## src/rtl/mem_stage.sv

```systemverilog
// mem_stage -- memory-access stage of the 5-stage LC-3b pipeline.
//
// Takes the EX/MEM register contents, performs data-memory reads/writes over
// a request/response handshake (dmem_resp is a one-cycle completion pulse),
// stalls upstream until the final access completes, then loads MEM/WB.
//
// Build option: define MEM_STAGE_INDIRECT_EN to enable the two-access
// LDI/STI sequence (FIRST -> SECOND). Without it, LDI/STI complete
// immediately as no-ops that do not write the register file.
//
// Ports:
//   clk, reset_n                 clock, synchronous active-low reset
//   mem_valid_in                 EX/MEM holds a live instruction
//   mem_opcode_in                LC-3b opcode
//   mem_alu_in                   ALU result / effective address
//   mem_st_data_in               store source value
//   mem_dest_in, mem_ld_reg_in   destination register and write enable
//   dmem_rdata, dmem_resp        data-memory read data and completion pulse
//   dmem_address/read/write      data-memory request
//   dmem_byte_enable, dmem_wdata write lanes and data
//   mem_stall                    hold all upstream stages
//   mem_fwd_data                 forwarding value for EX
//   wb_valid_out/data/dest/ld_reg_out  MEM/WB register
module mem_stage (
  input  logic        clk,
  input  logic        reset_n,
  input  logic        mem_valid_in,
  input  logic [3:0]  mem_opcode_in,
  input  logic [15:0] mem_alu_in,
  input  logic [15:0] mem_st_data_in,
  input  logic [2:0]  mem_dest_in,
  input  logic        mem_ld_reg_in,
  input  logic [15:0] dmem_rdata,
  input  logic        dmem_resp,
  output logic [15:0] dmem_address,
  output logic        dmem_read,
  output logic        dmem_write,
  output logic [1:0]  dmem_byte_enable,
  output logic [15:0] dmem_wdata,
  output logic        mem_stall,
  output logic [15:0] mem_fwd_data,
  output logic        wb_valid_out,
  output logic [15:0] wb_data_out,
  output logic [2:0]  wb_dest_out,
  output logic        wb_ld_reg_out
);

  localparam logic [3:0] OP_LDB = 4'b0010;
  localparam logic [3:0] OP_STB = 4'b0011;
  localparam logic [3:0] OP_LDR = 4'b0110;
  localparam logic [3:0] OP_STR = 4'b0111;
  localparam logic [3:0] OP_LDI = 4'b1010;
  localparam logic [3:0] OP_STI = 4'b1011;

  logic        is_mem;
  logic        is_ind;
  logic        is_load;
  logic        is_byte;
  logic        access;     // this op performs memory accesses
  logic        in_second;  // second (pointer-target) access of LDI/STI
  logic        nop_ind;    // LDI/STI retired without effect
  logic        req;
  logic        rd_req;
  logic        done;
  logic [15:0] ptr_addr;
  logic [15:0] acc_addr;
  logic [15:0] load_res;

  logic        wb_valid_q, wb_valid_d;
  logic [15:0] wb_data_q, wb_data_d;
  logic [2:0]  wb_dest_q, wb_dest_d;
  logic        wb_ld_reg_q, wb_ld_reg_d;

  assign is_mem  = mem_valid_in &
                   ((mem_opcode_in == OP_LDB) || (mem_opcode_in == OP_STB) ||
                    (mem_opcode_in == OP_LDR) || (mem_opcode_in == OP_STR) ||
                    (mem_opcode_in == OP_LDI) || (mem_opcode_in == OP_STI));
  // Within the memory-op set: bit3 marks indirect, bit0 marks stores,
  // and bits[3:2]==00 marks byte ops.
  assign is_ind  = mem_opcode_in[3];
  assign is_load = ~mem_opcode_in[0];
  assign is_byte = ~mem_opcode_in[3] & ~mem_opcode_in[2];

`ifdef MEM_STAGE_INDIRECT_EN
  typedef enum logic {FIRST = 1'b0, SECOND = 1'b1} state_e;
  state_e      state_q;
  logic [15:0] ptr_q;

  assign in_second = (state_q == SECOND);
  assign access    = is_mem;
  assign ptr_addr  = ptr_q;
  assign nop_ind   = 1'b0;

  always_ff @(posedge clk) begin
    if (!reset_n) begin
      state_q <= FIRST;
      ptr_q   <= 16'h0000;
    end else if (req && dmem_resp) begin
      if (in_second) begin
        state_q <= FIRST;
      end else if (is_ind) begin
        state_q <= SECOND;
        ptr_q   <= dmem_rdata;
      end
    end
  end
`else
  assign in_second = 1'b0;
  assign access    = is_mem & ~is_ind;
  assign ptr_addr  = 16'h0000;
  assign nop_ind   = is_mem & is_ind;
`endif

  // Requests exist only while out of reset, so a stray response during or
  // just after reset cannot complete anything.
  assign req    = access & reset_n;
  assign done   = req & dmem_resp & (in_second | ~is_ind);
  assign rd_req = in_second ? is_load : (is_load | is_ind);

  assign acc_addr         = in_second ? ptr_addr : mem_alu_in;
  assign dmem_address     = {acc_addr[15:1], 1'b0};
  assign dmem_read        = req & rd_req;
  assign dmem_write       = req & ~rd_req;
  assign dmem_wdata       = is_byte ? {mem_st_data_in[7:0], mem_st_data_in[7:0]}
                                    : mem_st_data_in;
  assign dmem_byte_enable = !dmem_write ? 2'b00 :
                            !is_byte    ? 2'b11 :
                            (mem_alu_in[0] ? 2'b10 : 2'b01);
  assign mem_stall        = req & ~done;

  always_comb begin
    load_res = dmem_rdata;
    if (!in_second && is_byte)
      load_res = {8'h00, mem_alu_in[0] ? dmem_rdata[15:8] : dmem_rdata[7:0]};
  end

  assign mem_fwd_data = (done && is_load) ? load_res : mem_alu_in;

  always_comb begin
    wb_valid_d  = mem_valid_in;
    wb_data_d   = (done && is_load) ? load_res : mem_alu_in;
    wb_dest_d   = mem_dest_in;
    wb_ld_reg_d = mem_ld_reg_in & ~nop_ind;
    if (mem_stall) begin
      wb_valid_d  = 1'b0;
      wb_ld_reg_d = 1'b0;
    end
  end

  always_ff @(posedge clk) begin
    if (!reset_n) begin
      wb_valid_q  <= 1'b0;
      wb_data_q   <= 16'h0000;
      wb_dest_q   <= 3'd0;
      wb_ld_reg_q <= 1'b0;
    end else begin
      wb_valid_q  <= wb_valid_d;
      wb_data_q   <= wb_data_d;
      wb_dest_q   <= wb_dest_d;
      wb_ld_reg_q <= wb_ld_reg_d;
    end
  end

  assign wb_valid_out  = wb_valid_q;
  assign wb_data_out   = wb_data_q;
  assign wb_dest_out   = wb_dest_q;
  assign wb_ld_reg_out = wb_ld_reg_q;

endmodule

```

## config.mk

```make
export PLATFORM = sky130hd
export DESIGN_NAME = mem_stage
export DESIGN_NICKNAME = d
export VERILOG_FILES = /design/src/rtl/mem_stage.sv
export SDC_FILE = /design/constraint.sdc
export NUM_CORES = 1
export LEC_CHECK = 0
export BUFFER_PORTS_ARGS = -buffer_cell sky130_fd_sc_hd__buf_2
export CORE_ASPECT_RATIO = 0.9
export CORE_MARGIN = 3
export CORE_UTILIZATION = 36
export DETAILED_ROUTE_END_ITERATION = 16
export GPL_ROUTABILITY_DRIVEN = 1
export PLACE_DENSITY = 0.89
export SLEW_MARGIN = 20
export SYNTH_ARGS = -nofsm -noshare
export SYNTH_HDL_FRONTEND = slang
export SYNTH_SLANG_ARGS = --single-unit
```

## constraint.sdc

```tcl
create_clock -name clk -period 1.55 [get_ports clk]
set_input_delay 0.155 -clock clk [delete_from_list [all_inputs] [get_ports clk]]
set_output_delay 0.155 -clock clk [all_outputs]
set_load 0.01 [all_outputs]
```

==> results of run 1 <==
-- worst max-delay path: cells and delay by family --
kind | cells | cell delay (ps)
AND/OR/NAND/NOR | 2 | 450
buffers and inverters | 3 | 410
AO/OA/AOI/OAI | 1 | 330
-- area by class of cell --
class,count,area [sq um]
inverter,3,11.26
multi-input combinational,95,708.2
clock buffer,3,41.29
fill,324,1469
clock inverter,1,5.005
sequential,21,420.4
tap,44,55.05
timing repair buffer,147,818.3
-- what timing repair did --
action                     4_1_cts  5_1_grt
resized for setup                1        4
setup buffers                    0        1
setup endpoints to repair        3       13
hold buffers                     0        0
pin swaps                        1        2
-- power by group through the flow --
stage          clock [mW]  combinational, mW  sequential (mW)
6_report            0.360              0.423            0.576
5_1_grt             0.403              0.460            0.580
4_1_cts             0.382              0.422            0.576
3_5_place_dp            0              0.419            0.589
3_3_place_gp            0              0.412            0.588
2_1_floorplan           0              0.214            0.607
-- through the flow --
step           std cells  hold WS, ps  util [%]  TNS, ps  power [mW]
6_report             314        100.1     58.37        0       1.359
5_1_grt              314        93.96     58.37   -14.91       1.443
4_1_cts              313        94.76     57.52        0       1.380
3_5_place_dp         309        367.3     56.10   -73.79       1.008
3_3_place_gp         309        364.8     56.10        0      0.9993
2_1_floorplan        154        253.2         -        0      0.8202
-- logic make-up (layout without fill, tap and decap cells) --
group | Yosys count | in the layout
and+or+nand+nor | 41 | 41
buffers and inverters | 38 | 154
DFF | 21 | 21
muxes | 13 | 13
AOI/OAI and AO/OA | 40 | 40
other | 1 | 1
-- layer usage --
metal	up-vias	GRT usage [%]	part of all wire [%]
li1	761	-	-
met1	676	21.28	38
met2	83	34.52	52
met3	4	3.876	8.9
met4	0	5.399	1.0
met5	-	0	0
-- registers in the layout (all words and copies together) (netlist names) --
signal	cells
wb_dest_out	3
wb_data_out	16
wb_valid_out	1
wb_ld_reg_out	1
-- cells in the mapped netlist, drive strengths merged --
cell	number	area [sq um]
a2111oi	3	82.58
a211oi	4	30.03
a21oi	19	95.09
a22o	1	10.01
a31oi	1	6.260
a32o	1	10.01
and2	4	25.02
and3	2	13.77
and4b	1	10.01
and4bb	3	37.54
buf	32	235.2
clkbuf	3	11.26
conb	1	3.750
dfxtp	21	420.4
inv	3	11.26
mux2	8	90.09
mux2i	5	50.05
nand2	9	33.78
nand2b	1	6.260
nand4	8	50.05
nand4b	1	23.77
nor2	6	22.52
nor2b	1	6.260
nor3	3	15.01
o211ai	1	7.510
o21a	1	7.510
o21ai	8	40.03
o311a	1	10.01
or2	1	6.260
or3b	1	8.760
-- path summary, 6_finish.rpt --
check                   startpoint               to  depth (start not counted)
hold / removal      mem_dest_in[0]   wb_dest_out[0]                          2
setup / recovery  mem_opcode_in[3]  mem_fwd_data[7]                          6
==> impl_metrics.json, run 1 <==
{
  "synth_seq_area_share_pct": 30.46,
  "cts-buffers-inserted": 3,
  "io_pins": 134,
  "mappedNetlistNets": 214,
  "gp_routability_congestion": 0.8243,
  "synth_fa_ha_area_share_pct": 0,
  "cts_root_cell": "sky130_fd_sc_hd__clkbuf_8",
  "final.period_utilization_pct": 97.58,
  "postPlaceCellArea_sq_um": 1979,
  "timing.critical_path.mode_cell": "sky130_fd_sc_hd__buf_2",
  "layout-drive-gt1-share_pct": 62.96,
  "timing.slew.headroom_pct": 66.36,
  "clkTransAtPathRegs_ps": 80,
  "holdCritPathClass": "in2reg",
  "critPathMaxFanout": 10,
  "cts.sink_count": 21,
  "avgViaCountPerCell": 4.854,
  "tritoncts": "yes",
  "track_usage_pct": 18.63,
  "worstMarginPinSlew_ps": 504.1,
  "synth.distinct_cells": 35,
  "minimum_clock_period_after_layout_ps": 1512,
  "comb_power_share_pct": 31.2,
  "via_count": 1524,
  "slowest_stage": "sky130_fd_sc_hd__or3b_1",
  "detail_route.drc_violations": 0,
  "clock_tree.buffer_depth": 2,
  "timing_hold_violations_final": 0,
  "critPathRequiredTime_ps": 1390,
  "max_clock_freq_mhz": 661.2,
  "clock_power_share_pct": 26.5,
  "pre_cts_ws_ps": -37.75,
  "routed_wire_length_per_instance_microns": 14.24,
  "grt_first_pass_wirelength_mm": 6.893,
  "finish.instance_area_sq_um": 2059,
  "post_synthesis_sequential_element_count": 21,
  "vias_in_the_first_global_route": 1466,
  "level_count_of_the_clock_h_tree": 1,
  "numPortBuffers": 132,
  "layout.cells.most_common_list": "sky130_fd_sc_hd__buf_2 (132), sky130_fd_sc_hd__dfxtp_1 (21), sky130_fd_sc_hd__a21oi_1 (19)",
  "areaGrowthSynthToFinish_pct": 49.23,
  "layout.cells.most_common": "sky130_fd_sc_hd__buf_2",
  "fp.dieArea_sq_um": 4614,
  "synth_xor_area_share_pct": 0,
  "setup_slack_ps": 37.56,
  "yosys.area_share.simple_pct": 18.77,
  "drt_wl_total_mm": 4.470,
  "crit_chain": "buf_2, or3b_1, buf_6, a2111oi_4, nor2_1, buf_2",
  "grt_setup_unrepaired": "true",
  "dr.first_iter.drc_count": 80,
  "antenna_found_initial": 0,
  "drtPass1Iterations": 4,
  "initial_utilization_pct": 39.11,
  "hpwl_mm": 3.713,
  "vdd_ir_drop_max_mv": 0.4148,
  "arrival_ps": 1360,
  "grt_remaining_overflow": 0,
  "die_h_microns": 64.74,
  "seq_power_share_pct": 42.4,
  "synthMuxAreaShare_pct": 10.15,
  "slowest_delay_ps": 380,
  "p_sw_mw": 0.4079,
  "status": "complete, no violations",
  "p_leak_nw": 1.108,
  "final-max-slew-violation-count": 0,
  "synth.cell_area_sq_um": 1380,
  "endpoint_kind": "primary output",
  "syn_area_per_cell_sq_um": 8.962,
  "die-width_microns": 71.27,
  "maxCapViolCount": 0,
  "grt_start_max_net_pins": 16,
  "largest_family_of_logic_cells_by_synthesized_area": "compound AO/OA/AOI/OAI gates",
  "power_density_nw_per_um2": 660.0,
  "critical_path_source_type": "input pin",
  "power.internal_mw": 0.9514,
  "synthCells": 154,
  "coreArea_sq_um": 3528,
  "sw_frac_of_total_pct": 30.01,
  "placement_rows": 20,
  "layout.nets": 331,
  "ant_nets": 0,
  "antenna_cells": 0,
  "yosysWarnings": 0,
  "report.final.setup_viol": 0,
  "worst-setup-path-type": "in2out",
  "compound_gate_portion_of_the_synthesized_area_pct": 21.67
}
Power figures use the tool's default switching activity.
==> run 2, diff against run 1 <==
--- a/config.mk
+++ b/config.mk
@@ -5,13 +5,14 @@
 export SDC_FILE = /design/constraint.sdc
 export NUM_CORES = 1
 export LEC_CHECK = 0
+export ABC_AREA = 1
 export BUFFER_PORTS_ARGS = -buffer_cell sky130_fd_sc_hd__buf_2
 export CORE_ASPECT_RATIO = 0.9
 export CORE_MARGIN = 3
-export CORE_UTILIZATION = 36
+export CORE_UTILIZATION = 37
 export DETAILED_ROUTE_END_ITERATION = 16
 export GPL_ROUTABILITY_DRIVEN = 1
-export PLACE_DENSITY = 0.89
+export PLACE_DENSITY = 0.9
 export SLEW_MARGIN = 20
 export SYNTH_ARGS = -nofsm -noshare
 export SYNTH_HDL_FRONTEND = slang
==> run 2 against run 1 <==
Critical path depth grew 3. Fmax increased by 11%. Clock-buffer cell count unchanged. Synthesized cell count increased by 59%. Non-clock buffer count fell by 12. Cell count is 26% higher. Sequential share of layout area up 0.56 points. Total power fell by 1.6%. Combinational power down 4%. Worst hold slack got worse by 17 ps. Die area increased by 1.1%. Largest cell class unchanged. Setup slack improved by 160 ps.
==> impl_metrics.json, run 2 <==
{
  "ant_nets": 0,
  "die-width_microns": 71.65,
  "min_path_cells": 3,
  "areaGrowthSynthToFinish_pct": 39.67,
  "finalSetupTns_ps": 0,
  "grt_start_max_net_pins": 17,
  "status": "complete, no violations",
  "vdd_ir_drop_max_mv": 0.3048,
  "numPortBuffers": 132,
  "final-max-slew-violation-count": 0,
  "syn_area_per_cell_sq_um": 5.858,
  "finish.instance_area_sq_um": 2004,
  "arrival_ps": 1200,
  "critPathMaxFanout": 16,
  "proportion_of_synthesized_flip_flops_having_asynchronous_set_or_reset_pct": 0,
  "dr.first_iter.drc_count": 38,
  "ys_top_cells_by_count": "sky130_fd_sc_hd__nand2_1 (103), sky130_fd_sc_hd__inv_1 (50), sky130_fd_sc_hd__buf_4 (25), sky130_fd_sc_hd__dfxtp_1 (21), sky130_fd_sc_hd__nor2_1 (21)",
  "postCtsHoldBufs": 0,
  "synthCells": 245,
  "cts.sink_count": 21,
  "p_leak_nw": 1.411,
  "hpwl_mm": 3.509,
  "synth-edff-count": 0,
  "yosysTopAreaCell": "sky130_fd_sc_hd__dfxtp_1",
  "detail_route.drc_violations": 0,
  "max_clock_freq_mhz": 736.8,
  "placement_rows": 20,
  "report.final.setup_viol": 0,
  "tritoncts": "yes",
  "grt_remaining_overflow": 0,
  "post-route-util_pct": 56.41,
  "die_h_microns": 65.09,
  "sw_frac_of_total_pct": 30.78,
  "postcts_setup_bufs": 0,
  "cts_root_cell": "sky130_fd_sc_hd__clkbuf_8",
  "mappedNetlistNets": 305,
  "layout-drive-gt1-share_pct": 41.64,
  "power_density_nw_per_um2": 667.3,
  "coreArea_sq_um": 3553,
  "antenna_found_initial": 0,
  "gp_routability_congestion": 0.7763,
  "io_pins": 134,
  "power.internal_mw": 0.9258,
  "postPlaceCellArea_sq_um": 1946,
  "layout.cells.most_common": "sky130_fd_sc_hd__buf_2",
  "endpoint_kind": "primary output",
  "grt_setup_unrepaired": "false",
  "synth.distinct_cells": 17,
  "fp.dieArea_sq_um": 4663,
  "p_sw_mw": 0.4117,
  "timing_hold_violations_final": 0,
  "initial_utilization_pct": 40.39,
  "post_cts_resize_count": 0,
  "post_synthesis_sequential_element_count": 21,
  "largest_family_of_logic_cells_by_synthesized_area": "simple AND/OR/NAND/NOR gates",
  "minimum_clock_period_after_layout_ps": 1357,
  "drt_wl_total_mm": 4.261,
  "drtPass1Iterations": 4,
  "worst-setup-path-type": "in2out",
  "largest_register_ff_count": 16,
  "track_usage_pct": 17.78,
  "synth.cell_area_sq_um": 1435,
  "seq_power_share_pct": 43.1,
  "synth_xor_area_share_pct": 0,
  "via_count": 1667,
  "vias_in_the_first_global_route": 1513,
  "comb_power_share_pct": 30.2,
  "layout.cells.most_common_list": "sky130_fd_sc_hd__buf_2 (132), sky130_fd_sc_hd__nand2_1 (102), sky130_fd_sc_hd__inv_1 (50)",
  "holdCritPathClass": "in2reg",
  "grt_first_pass_wirelength_mm": 6.630,
  "routed_wire_length_per_instance_microns": 10.73,
  "yosysWarnings": 0,
  "clkTransAtPathRegs_ps": 70,
  "antenna_cells": 0,
  "clock_power_share_pct": 26.7,
  "synthMuxAreaShare_pct": 0,
  "level_count_of_the_clock_h_tree": 1,
  "layout.nets": 414,
  "avgViaCountPerCell": 4.199,
  "synth_seq_area_share_pct": 29.29,
  "maxCapViolCount": 0,
  "final.period_utilization_pct": 87.56,
  "compound_gate_portion_of_the_synthesized_area_pct": 1.569,
  "yosys.area_share.simple_pct": 39.67,
  "synthFlopType": "sky130_fd_sc_hd__dfxtp_1",
  "synth_fa_ha_area_share_pct": 0,
  "clock_tree.buffer_depth": 2,
  "setup_slack_ps": 192.8,
  "synthMostInstantiatedCell": "sky130_fd_sc_hd__nand2_1",
  "pre_cts_ws_ps": 88.13,
  "cts-buffers-inserted": 3,
  "synth_top_cell_area_share_pct": 29.29,
  "critical_path_source_type": "input pin",
  "yosys-top-cells-area": "sky130_fd_sc_hd__dfxtp_1 (29%), sky130_fd_sc_hd__nand2_1 (27%), sky130_fd_sc_hd__buf_4 (13%)",
  "critPathRequiredTime_ps": 1390
}
run 2: cell type report:
class | count | area, sq um
clock buffer | 3 | 41.29
clock inverter | 1 | 5.005
fill | 362 | 1549
inverter | 51 | 191.4
multi-input combinational | 142 | 608.1
sequential | 21 | 420.4
tap | 44 | 55.05
timing repair buffer | 135 | 683.2
run 2: power groups by stage:
| stage | clock (mW) | combinational (mW) | sequential [mW] |
|---|---|---|---|
| global route | 0.398 | 0.451 | 0.579 |
| finish | 0.357 | 0.404 | 0.576 |
| CTS | 0.374 | 0.406 | 0.576 |
| global placement | 0 | 0.397 | 0.588 |
| floorplan | 0 | 0.220 | 0.607 |
| detailed placement | 0 | 0.405 | 0.589 |
run 2: kinds of logic after synthesis:
family | after synthesis
buf+inv | 82
simple gates | 137
other cells | 1
flops | 21
compound gates | 4
run 2: final timing paths:
kind	from	endpoint	slack (ps)
worst max-delay path	reset_n	mem_fwd_data[6]	190
worst min-delay path	mem_dest_in[0]	wb_dest_out[0]	80
run 2: per-stage QoR:
stage | hold slack [ps] | power, mW | cells
floorplan | 248.5 | 0.8264 | 245
global placement | 341.0 | 0.9846 | 393
detailed placement | 345.0 | 0.9938 | 393
CTS | 76.45 | 1.357 | 397
global route | 82.11 | 1.429 | 397
finish | 83.18 | 1.338 | 397
run 2: worst max-delay path, stage by stage:
cell and delay, ps:
sky130_fd_sc_hd__buf_2 150, sky130_fd_sc_hd__inv_2 50, sky130_fd_sc_hd__nor2_2 80, sky130_fd_sc_hd__nand3_2 80, sky130_fd_sc_hd__nor2_4 300, sky130_fd_sc_hd__nand2_1 110, sky130_fd_sc_hd__nand2_1 100, sky130_fd_sc_hd__inv_1 40
sky130_fd_sc_hd__buf_2 130
run 2: metal layers:
| metal | share of wire (%) | wire length, microns | vias to the layer above | GRT usage (%) |
|---|---|---|---|---|
| li1 | - | - | 885 | - |
| met1 | 42 | 1798 | 702 | 20.95 |
| met2 | 48 | 2060 | 78 | 32.68 |
| met3 | 8.7 | 371 | 2 | 4.031 |
| met4 | 0.70 | 30 | 0 | 3.521 |
| met5 | 0 | 0 | - | 0 |
==> run 3, diff against run 2 <==
--- a/config.mk
+++ b/config.mk
@@ -7,12 +7,14 @@
 export LEC_CHECK = 0
 export ABC_AREA = 1
 export BUFFER_PORTS_ARGS = -buffer_cell sky130_fd_sc_hd__buf_2
+export CELL_PAD_IN_SITES_DETAIL_PLACEMENT = 1
+export CELL_PAD_IN_SITES_GLOBAL_PLACEMENT = 1
 export CORE_ASPECT_RATIO = 0.9
 export CORE_MARGIN = 3
-export CORE_UTILIZATION = 37
+export CORE_UTILIZATION = 22
 export DETAILED_ROUTE_END_ITERATION = 16
 export GPL_ROUTABILITY_DRIVEN = 1
-export PLACE_DENSITY = 0.9
+export PLACE_DENSITY = 0.89
 export SLEW_MARGIN = 20
 export SYNTH_ARGS = -nofsm -noshare
 export SYNTH_HDL_FRONTEND = slang
==> constraint.sdc (replaced) <==
create_clock -name clk -period 1.55 [get_ports clk]
set_input_delay 0.465 -clock clk [delete_from_list [all_inputs] [get_ports clk]]
set_output_delay 0.465 -clock clk [all_outputs]
set_load 0.01 [all_outputs]
==> run 3 against run 2 <==
The flow now finishes with violations (negative setup slack). Utilization is 9.9 points lower. Cell count is 22% higher. Design area is 44% higher. Fmax is 28% lower. Clock power is 9.8% higher. Combinational power is 59% higher. Clock-buffer cell count stayed put. Worst hold slack better by 300 ps. Total power is 20% higher. Global-route usage is 0.45 points lower. Sequential power hardly changed. Via count is 21% higher. Largest cell class unchanged. Largest power group is now combinational cells.
==> impl_metrics.json, run 3 (synthesized netlist as in run 2, its figures left out) <==
{
  "status": "finished with violations",
  "violations_in_the_final_reports": "negative setup slack",
  "final-max-slew-violation-count": 0,
  "fin_worst_hold_slack_ps": 385.3,
  "p_sw_mw": 0.5459,
  "setup_slack_ps": -330.4,
  "tritoncts": "yes",
  "endpoint_kind": "primary output",
  "initial_utilization_pct": 23.09,
  "final-seq-area_sq_um": 420.4,
  "crit_chain": "buf_12, nor2_4, nand3_2, nor2_4, buf_8, nand2_2, nand2_2, inv_2, buf_6",
  "drtPass1Iterations": 4,
  "slowest_delay_ps": 170,
  "die_h_microns": 82.62,
  "timing_hold_violations_final": 0,
  "comb_power_share_pct": 39.8,
  "grt_start_max_net_pins": 17,
  "grt_remaining_overflow": 0,
  "grt_setup_unrepaired": "true",
  "maxCapViolCount": 0,
  "multiInputGateArea_sq_um": 889.6,
  "grt_first_pass_wirelength_mm": 10.23,
  "power.internal_mw": 1.065,
  "via_count": 2022,
  "layout.cells.most_common": "sky130_fd_sc_hd__buf_2",
  "gp_routability_congestion": 0.7439,
  "critical_path_depth": 9,
  "vias_in_the_first_global_route": 2094,
  "areaGrowthSynthToFinish_pct": 101.5,
  "max_clock_freq_mhz": 531.8,
  "antenna_cells": 0,
  "post-route-util_pct": 46.52,
  "min_path_cells": 3,
  "slowest_stage": "sky130_fd_sc_hd__buf_8",
  "worst-setup-path-type": "in2out",
  "largest_register_ff_count": 16,
  "cts-buffers-inserted": 3,
  "die-width_microns": 91.14,
  "numPortBuffers": 132,
  "worstSetupStartpoint": "mem_opcode_in[3]",
  "fill_cells": 826,
  "critical_path_buf_inv_count": 4,
  "clock_power_share_pct": 24.3,
  "layout.nets": 459,
  "level_count_of_the_clock_h_tree": 1,
  "drt_wl_total_mm": 7.039,
  "holdCritPathClass": "in2reg",
  "vdd_ir_drop_max_mv": 0.3350,
  "finalSetupTns_ps": -8785,
  "dr.first_iter.drc_count": 57,
  "coreArea_sq_um": 6216,
  "critical_path_source_type": "input pin",
  "report.final.setup_viol": 31,
  "minimum_clock_period_after_layout_ps": 1880,
  "post_layout_nonfiller_instances": 485,
  "arrival_ps": 1420,
  "routed_wire_length_per_instance_microns": 14.51,
  "io_pins": 134,
  "min-delay-start": "mem_dest_in[2]",
  "detail_route.drc_violations": 0,
  "fp.dieArea_sq_um": 7530,
  "clkTransAtPathRegs_ps": 80,
  "cts.sink_count": 21,
  "p_leak_nw": 1.745,
  "dominant_delay_contributor_by_cell_family_on_the_critical_path": "simple AND/OR/NAND/NOR gates",
  "power_mw": 1.611,
  "hpwl_mm": 4.848,
  "ant_nets": 0,
  "final.period_utilization_pct": 121.3,
  "seq_power_share_pct": 35.8,
  "layout.cells.most_common_list": "sky130_fd_sc_hd__buf_2 (113), sky130_fd_sc_hd__nand2_2 (45), sky130_fd_sc_hd__buf_4 (43)",
  "cts_root_cell": "sky130_fd_sc_hd__clkbuf_8",
  "antenna_found_initial": 0,
  "clock_tree.buffer_depth": 2,
  "critPathMaxFanout": 8,
  "placedCellCount": 455,
  "postCtsHoldBufs": 0,
  "placement_rows": 27,
  "power_density_nw_per_um2": 557.2,
  "avgViaCountPerCell": 4.169,
  "critPathRequiredTime_ps": 1080,
  "track_usage_pct": 17.33,
  "layout-drive-gt1-share_pct": 69.10,
  "sw_frac_of_total_pct": 33.88
}
==> run 3: cell types whose count changed in the layout (fill, tap and decap cells not counted), sizes merged <==
cell | before | now
buf | 135 | 180
==> run 3: cell type report <==
class	instances	area share [%]
clock buffers	3	1.428
clock inverters	1	0.1731
repair buffers	180	42.10
well taps	87	3.765
multi-input cells	142	30.77
inverters	51	7.226
flip-flops and latches	21	14.54
==> run 3: metrics by stage <==
| step | area (sq um) | setup slack [ps] |
|---|---|---|
| 6_report | 2892 | -330.4 |
| 3_3_place_gp | 2225 | -410.4 |
| 3_5_place_dp | 2225 | -460.2 |
| 4_1_cts | 2701 | -342.6 |
| 5_1_grt | 2892 | -373.2 |
| 2_1_floorplan | 1480 | -60.12 |
==> run 3: layer usage <==
metal / GRT usage (%) / vias up / wire [microns]
li1: - / 981 / -
met1: 17.89 / 965 / 2604
met2: 36.88 / 74 / 4066
met3: 3.080 / 2 / 346
met4: 3.163 / 0 / 21
met5: 0 / - / 0
==> run 3: path summary, 6_finish.rpt <==
| path | end |
|---|---|
| max | mem_fwd_data[7] |
| min | wb_dest_out[2] |
==> run 3: repair_timing <==
item,in CTS,in global routing
endpoints found under the setup margin,29,31
setup buffers,25,2
cloned,2,0
pin swaps,21,20
gates resized for setup,53,67
==> run 3: power groups by stage <==
stage	clock network, mW	registers, mW	logic, mW
4_1_cts	0.412	0.577	0.579
5_1_grt	0.425	0.581	0.696
2_1_floorplan	0	0.607	0.231
6_report	0.392	0.577	0.642
3_3_place_gp	0	0.589	0.461
3_5_place_dp	0	0.589	0.478
==> run 3: tightest hold or removal path, delay by kind of cell <==
kind                   cells  cell delay, ps
buffers and inverters      2             110
AND/OR/NAND/NOR            1              40
